## src/rtl/mem_pkg.sv

```systemverilog
// mem_pkg: shared encodings for the memory arbiter and its byte-lane helper
package mem_pkg;
  localparam logic [1:0] SZ_BYTE = 2'b00;
  localparam logic [1:0] SZ_HALF = 2'b01;
  localparam logic [1:0] SZ_WORD = 2'b10;
  typedef enum logic [1:0] {S_IDLE, S_ACCESS, S_RESP} state_t;
  localparam logic [3:0] BE_B = 4'b0001;
  localparam logic [3:0] BE_H = 4'b0011;
  localparam logic [3:0] BE_W = 4'b1111;
  localparam logic P_FETCH = 1'b0;
  localparam logic P_DATA  = 1'b1;
endpackage

```

## src/rtl/mem_lane.sv

```systemverilog
// mem_lane: store lane steering, load extraction/extension and misalignment detect
module mem_lane
  import mem_pkg::*;
(
  input  logic [1:0]  size,
  input  logic [1:0]  off,
  input  logic        uns,
  input  logic [31:0] wdata,
  input  logic [31:0] rdata,
  output logic [3:0]  we_mask,
  output logic [31:0] wdata_o,
  output logic [31:0] rdata_o,
  output logic        misalign
);
  logic [7:0]  b;
  logic [15:0] h;
  always_comb begin
    b        = rdata[{off, 3'b000} +: 8];
    h        = off[1] ? rdata[31:16] : rdata[15:0];
    misalign = size == SZ_BYTE ? 1'b0 : size == SZ_HALF ? off[0] : |off;
    we_mask  = size == SZ_BYTE ? BE_B << off : size == SZ_HALF ? BE_H << off : BE_W;
    wdata_o  = size == SZ_BYTE ? {4{wdata[7:0]}} : size == SZ_HALF ? {2{wdata[15:0]}} : wdata;
    rdata_o  = size == SZ_BYTE ? {{24{~uns & b[7]}}, b} :
               size == SZ_HALF ? {{16{~uns & h[15]}}, h} : rdata;
  end
endmodule

```

## src/rtl/mem_arbiter.sv

```systemverilog
// mem_arbiter: round-robin fetch/data arbiter over a single-port RAM with byte-lane control
module mem_arbiter
  import mem_pkg::*;
#(
  parameter int ADDR_W = 8
) (
  input  logic              clk,
  input  logic              rst,
  input  logic              i_req,
  input  logic [31:0]       i_addr,
  output logic              i_ack,
  output logic [31:0]       i_rdata,
  input  logic              d_req,
  input  logic              d_we,
  input  logic [1:0]        d_size,
  input  logic              d_unsigned,
  input  logic [31:0]       d_addr,
  input  logic [31:0]       d_wdata,
  output logic              d_ack,
  output logic [31:0]       d_rdata,
  output logic              d_err,
  output logic [ADDR_W-1:0] ram_addr,
  output logic [3:0]        ram_we,
  output logic [31:0]       ram_wdata,
  input  logic [31:0]       ram_rdata,
  output logic              busy
);
  state_t state_q, state_d;
  logic last_q, last_d, port_q, port_d, we_q, we_d, err_q, err_d, uns_q, uns_d;
  logic [1:0] size_q, size_d, off_q, off_d;
  logic [ADDR_W-1:0] ram_addr_q, ram_addr_d;
  logic [3:0] ram_we_q, ram_we_d;
  logic [31:0] ram_wdata_q, ram_wdata_d, i_rdata_q, i_rdata_d, d_rdata_q, d_rdata_d;
  logic i_ack_q, i_ack_d, d_ack_q, d_ack_d, d_err_q, d_err_d, busy_q, busy_d;
  logic idle, i_elig, d_elig, gnt;
  logic [3:0] lane_we;
  logic [31:0] lane_wdata, lane_rdata;
  logic lane_mis;
  logic unused;
  assign unused = ^{i_addr[31:ADDR_W+2], i_addr[1:0], d_addr[31:ADDR_W+2]};
  assign idle   = state_q == S_IDLE;
  assign i_elig = i_req & ~i_ack_q;
  assign d_elig = d_req & ~d_ack_q;
  assign gnt    = d_elig & (~i_elig | last_q == P_FETCH);
  // Lane unit sees live request fields while idle and the latched ones afterwards
  mem_lane u_lane (
    .size     (idle ? d_size : size_q),
    .off      (idle ? d_addr[1:0] : off_q),
    .uns      (idle ? d_unsigned : uns_q),
    .wdata    (d_wdata),
    .rdata    (ram_rdata),
    .we_mask  (lane_we),
    .wdata_o  (lane_wdata),
    .rdata_o  (lane_rdata),
    .misalign (lane_mis)
  );
  always_comb begin
    state_d     = state_q;
    last_d      = last_q;
    port_d      = port_q;
    we_d        = we_q;
    err_d       = err_q;
    uns_d       = uns_q;
    size_d      = size_q;
    off_d       = off_q;
    ram_addr_d  = ram_addr_q;
    ram_wdata_d = ram_wdata_q;
    i_rdata_d   = i_rdata_q;
    d_rdata_d   = d_rdata_q;
    busy_d      = busy_q;
    ram_we_d    = '0;
    i_ack_d     = 1'b0;
    d_ack_d     = 1'b0;
    d_err_d     = 1'b0;
    if (idle && (i_elig || d_elig)) begin
      state_d     = S_ACCESS;
      busy_d      = 1'b1;
      port_d      = gnt;
      last_d      = gnt;
      we_d        = gnt & d_we;
      err_d       = gnt & lane_mis;
      size_d      = d_size;
      off_d       = d_addr[1:0];
      uns_d       = d_unsigned;
      ram_addr_d  = gnt ? d_addr[ADDR_W+1:2] : i_addr[ADDR_W+1:2];
      ram_we_d    = (gnt && d_we && !lane_mis) ? lane_we : 4'b0000;
      ram_wdata_d = gnt ? lane_wdata : '0;
    end else if (state_q == S_ACCESS) begin
      state_d = S_RESP;
    end else if (state_q == S_RESP) begin
      state_d   = S_IDLE;
      busy_d    = 1'b0;
      i_ack_d   = port_q == P_FETCH;
      d_ack_d   = port_q == P_DATA;
      d_err_d   = port_q == P_DATA && err_q;
      i_rdata_d = port_q == P_FETCH ? ram_rdata : i_rdata_q;
      d_rdata_d = port_q == P_DATA ? ((err_q || we_q) ? '0 : lane_rdata) : d_rdata_q;
    end
  end
  always_ff @(posedge clk) begin
    if (rst) begin
      state_q     <= S_IDLE;
      last_q      <= P_FETCH;
      port_q      <= P_FETCH;
      we_q        <= 1'b0;
      err_q       <= 1'b0;
      uns_q       <= 1'b0;
      size_q      <= SZ_BYTE;
      off_q       <= 2'b00;
      ram_addr_q  <= '0;
      ram_we_q    <= '0;
      ram_wdata_q <= '0;
      i_rdata_q   <= '0;
      d_rdata_q   <= '0;
      i_ack_q     <= 1'b0;
      d_ack_q     <= 1'b0;
      d_err_q     <= 1'b0;
      busy_q      <= 1'b0;
    end else begin
      state_q     <= state_d;
      last_q      <= last_d;
      port_q      <= port_d;
      we_q        <= we_d;
      err_q       <= err_d;
      uns_q       <= uns_d;
      size_q      <= size_d;
      off_q       <= off_d;
      ram_addr_q  <= ram_addr_d;
      ram_we_q    <= ram_we_d;
      ram_wdata_q <= ram_wdata_d;
      i_rdata_q   <= i_rdata_d;
      d_rdata_q   <= d_rdata_d;
      i_ack_q     <= i_ack_d;
      d_ack_q     <= d_ack_d;
      d_err_q     <= d_err_d;
      busy_q      <= busy_d;
    end
  end
  assign ram_addr  = ram_addr_q;
  assign ram_we    = ram_we_q;
  assign ram_wdata = ram_wdata_q;
  assign i_ack     = i_ack_q;
  assign i_rdata   = i_rdata_q;
  assign d_ack     = d_ack_q;
  assign d_rdata   = d_rdata_q;
  assign d_err     = d_err_q;
  assign busy      = busy_q;
endmodule

```

## config.mk

```make
export PLATFORM = sky130hd
export DESIGN_NAME = mem_arbiter
export DESIGN_NICKNAME = d
export VERILOG_FILES = /design/src/rtl/mem_pkg.sv /design/src/rtl/mem_lane.sv /design/src/rtl/mem_arbiter.sv
export SDC_FILE = /design/constraint.sdc
export NUM_CORES = 1
export LEC_CHECK = 0
export CELL_PAD_IN_SITES_DETAIL_PLACEMENT = 2
export CELL_PAD_IN_SITES_GLOBAL_PLACEMENT = 2
export CORE_ASPECT_RATIO = 0.9
export CORE_MARGIN = 5
export CORE_UTILIZATION = 22
export DETAILED_ROUTE_END_ITERATION = 6
export GPL_ROUTABILITY_DRIVEN = 0
export PLACE_DENSITY_LB_ADDON = 0.1
export SYNTH_ARGS = -nofsm -noshare
export SYNTH_HDL_FRONTEND = slang
export SYNTH_SLANG_ARGS = --single-unit
export TNS_END_PERCENT = 1
```

## constraint.sdc

```tcl
create_clock -name clk -period 2.2 [get_ports clk]
set_clock_uncertainty 0.05 [all_clocks]
set_input_delay 0.66 -clock clk [delete_from_list [all_inputs] [get_ports clk]]
set_output_delay 0.66 -clock clk [all_outputs]
set_load 0.03 [all_outputs]
```

==> out/metrics.cfg <==
[power]
power.total_mw=7.08
p_leak_nw=4.21
ir_worst_vdd_uv=398
powerDensity_mw_per_mm2=817

[global_route]
grt_usage_pct=17.7
antenna_found_initial=0
met2_usage_pct=31.2
grt_pass1_vias=6237
grt-busiest-layer=met2
use_met1_pct=20.8
grt_max_degree=37
use_met3_pct=4.83
grt_remaining_overflow=0
grt_pass1_wl_um=36200

[setup_path]
crit_path_top_delay_cell=clkdlybuf4s50_1
endpoint_kind=output pin
r2r_cells=10
crit_family=buffers and inverters
critical_path_peak_fanout=2
setup.worst_path.start=ram_wdata[10]
cp-start-kind=flip-flop
worstPathCellList=clkdlybuf4s50_1
cp.required_ns=1.49
max_stage_delay_ns=0.68
rr_endpoint=d_rdata[29]
r2r_slack_ns=0.15
critPathKind=reg -> out
critPathArrivalTime_ns=1.45
r2r_start=state_q[0]
path_buf_inv=1

[die]
fp.dieH_um=155
num_io_pins=248
core_area_mm2=0.0231
die_x_um=171
start_util_pct=22.1
die_area_mm2=0.0264
rows=53

[cts]
cts_root_buffer=clkbuf_16
cts.path.max_buffers=2
cts.hold.buffers_added=0
clkTransAtPathRegs_ns=0.06
cts_sinks=122
htree_levels=4
cts_tree=yes
cts_buffers=17
clk_latency_ns=0.43

[finish]
design_area_mm2=0.00866
final_nets=1005
syn_to_final_growth_pct=69.1
n_fill_cell=2570
drive_above_1_share_pct=13.0
layout.cells.non_filler=1179
antenna_cells=0

[min_path]
whs_path_depth=2
hold-path-endpoint=d_rdata[6]
hold_path_startpoint=d_rdata[6]
hold_class=reg -> reg

[timing]
tightestPinTransition_ns=0.457
hold_viol_final=0
rsz0062_at_grt=true
setup_viol=0
finalCritPeriodShare_pct=98.4
fin_crit_ns=2.16
drv_slew=0
fmax_ghz=0.462
max_slew_margin_pct=69.5
setup_slack_ns=0.0353

[routing]
viasPerCell=4.62
drc=0
avgRoutedWirePerCell_um=19.6
wirelength_um=23200
drtIter0Drc=176
drt_first_pass_iters=4
ant_nets=0
vias=5451

[synth]
netlist_area_mm2=0.00512
synth_common_cells=185 x nand2_1, 122 x dfxtp_1, 58 x o21ai_0
yosysUniqueCellTypes=40
yosysMostFrequentCell=nand2_1
synth_top_area_cell=dfxtp_1
netlist.area_leader.share_pct=47.7
ys.flop_type=dfxtp_1
synth_edf_count=0
syn_nets=771
netlist_instances=630
synth.area.top_cells=dfxtp_1 48%, nand2_1 14%, mux2i_1 5.7%
ys_seq_area_share_pct=47.7
ys_warn_count=0
async_flop_share_pct=0
synth-seq-cells=122
synth.avg_cell_area_um2=8.13

[placed_design]
dp.cells=1146
hpwl_um=17300
io_buffers=201
pre_cts_slack_ns=-0.381
dpl_cell_area_mm2=0.00786

[flow_run]
maxCapViolations=0

[run_status]
status=complete, no violations

[per-stage QoR]
stage | hold slack (ns) | util, % | setup TNS (ns)
global placement | 0.385 | 34.0 | -21.70
global route | 0.417 | 37.4 | -0.00450
finish | 0.396 | 37.4 | 0
detailed placement | 0.393 | 34.0 | -25.75
CTS | 0.398 | 36.8 | 0
floorplan | 0.384 | - | 0
[kinds of logic after synthesis]
group                      synth area share [%]
AOI/OAI and AO/OA                          19.0
adders and majority gates                  1.22
buffers and inverters                      4.57
DFF                                        47.7
muxes                                      6.62
and+or+nand+nor                            20.9
[worst register-to-register path: stages (launching register included)]
cell and delay [ns]:
dfxtp_1 0.31, inv_1 0.11, ha_4 0.19, buf_6 0.15, mux2i_4 0.25, buf_4 0.15
inv_1 0.03, o21ai_0 0.23, nand3_2 0.19, buf_12 0.20, o21ai_2 0.13
[cell type report]
cell class,instances,area (um^2),share of cell area [%]
Clock inverter,13,239,2.76
Tap cell,302,378,4.36
Clock buffer,19,453,5.23
Multi-Input combinational cell,459,2490,28.7
Sequential cell,122,2440,28.2
Timing Repair Buffer,258,2630,30.4
Inverter,6,27.5,0.318
[power breakdown]
group / total [mW] / internal (mW) / switching, mW
sequential: 2.36 / 2.31 / 0.0586
combinational: 1.37 / 0.609 / 0.766
clock: 3.34 / 2.20 / 1.14
[how the worst max path moves through the flow]
stage               endpoint  slack (ns)  cells after the start
6_report       ram_wdata[10]        0.04                      1
3_3_place_gp     d_rdata[28]       -0.33                      7
2_1_floorplan    i_rdata[11]        0.14                      8
4_1_cts         ram_wdata[2]     0.00006                      1
5_1_grt          d_rdata[11]      -0.004                      9
3_5_place_dp     d_rdata[26]       -0.38                      7
[layer usage]
| metal | part of all wire [%] | wire, um |
|---|---|---|
| met2 | 51 | 11700 |
| met4 | 2.2 | 513 |
| met1 | 41 | 9530 |
| met5 | 0 | 0 |
| met3 | 6.0 | 1380 |
[repair_timing]
item,in CTS,in global routing
gates resized for setup,40,50
buffers inserted,1,0
pin swaps,1,1
setup endpoints to repair,59,70
[registers in the layout (all words and copies together) (netlist names)]
register and flops:
size_q 2, port_q 1, we_q 1, ram_wdata 32, i_ack 1, d_err 1, off_q 2, d_ack 1
err_q 1, state_q 2, d_rdata 32, busy 1, ram_we 4, uns_q 1, ram_addr 8, i_rdata 32
[placed cells by master, fill, tap and decap left out, types with 10 or more instances in the layout]
master           Yosys  final
clkbuf_16            0     17
buf_12               0     10
nand3_1             24     24
nand2_1            185    185
dlygate4sd2_1        0     38
o21ai_0             58     57
nor2_1              32     31
buf_4                2     45
dfxtp_1            122    122
mux2i_1             29     27
o21ai_2             11     11
a21oi_1             51     51
clkdlybuf4s50_1      0    118
dlymetal6s2s_1       0     44
No activity file was read; power rests on OpenSTA's default activity.
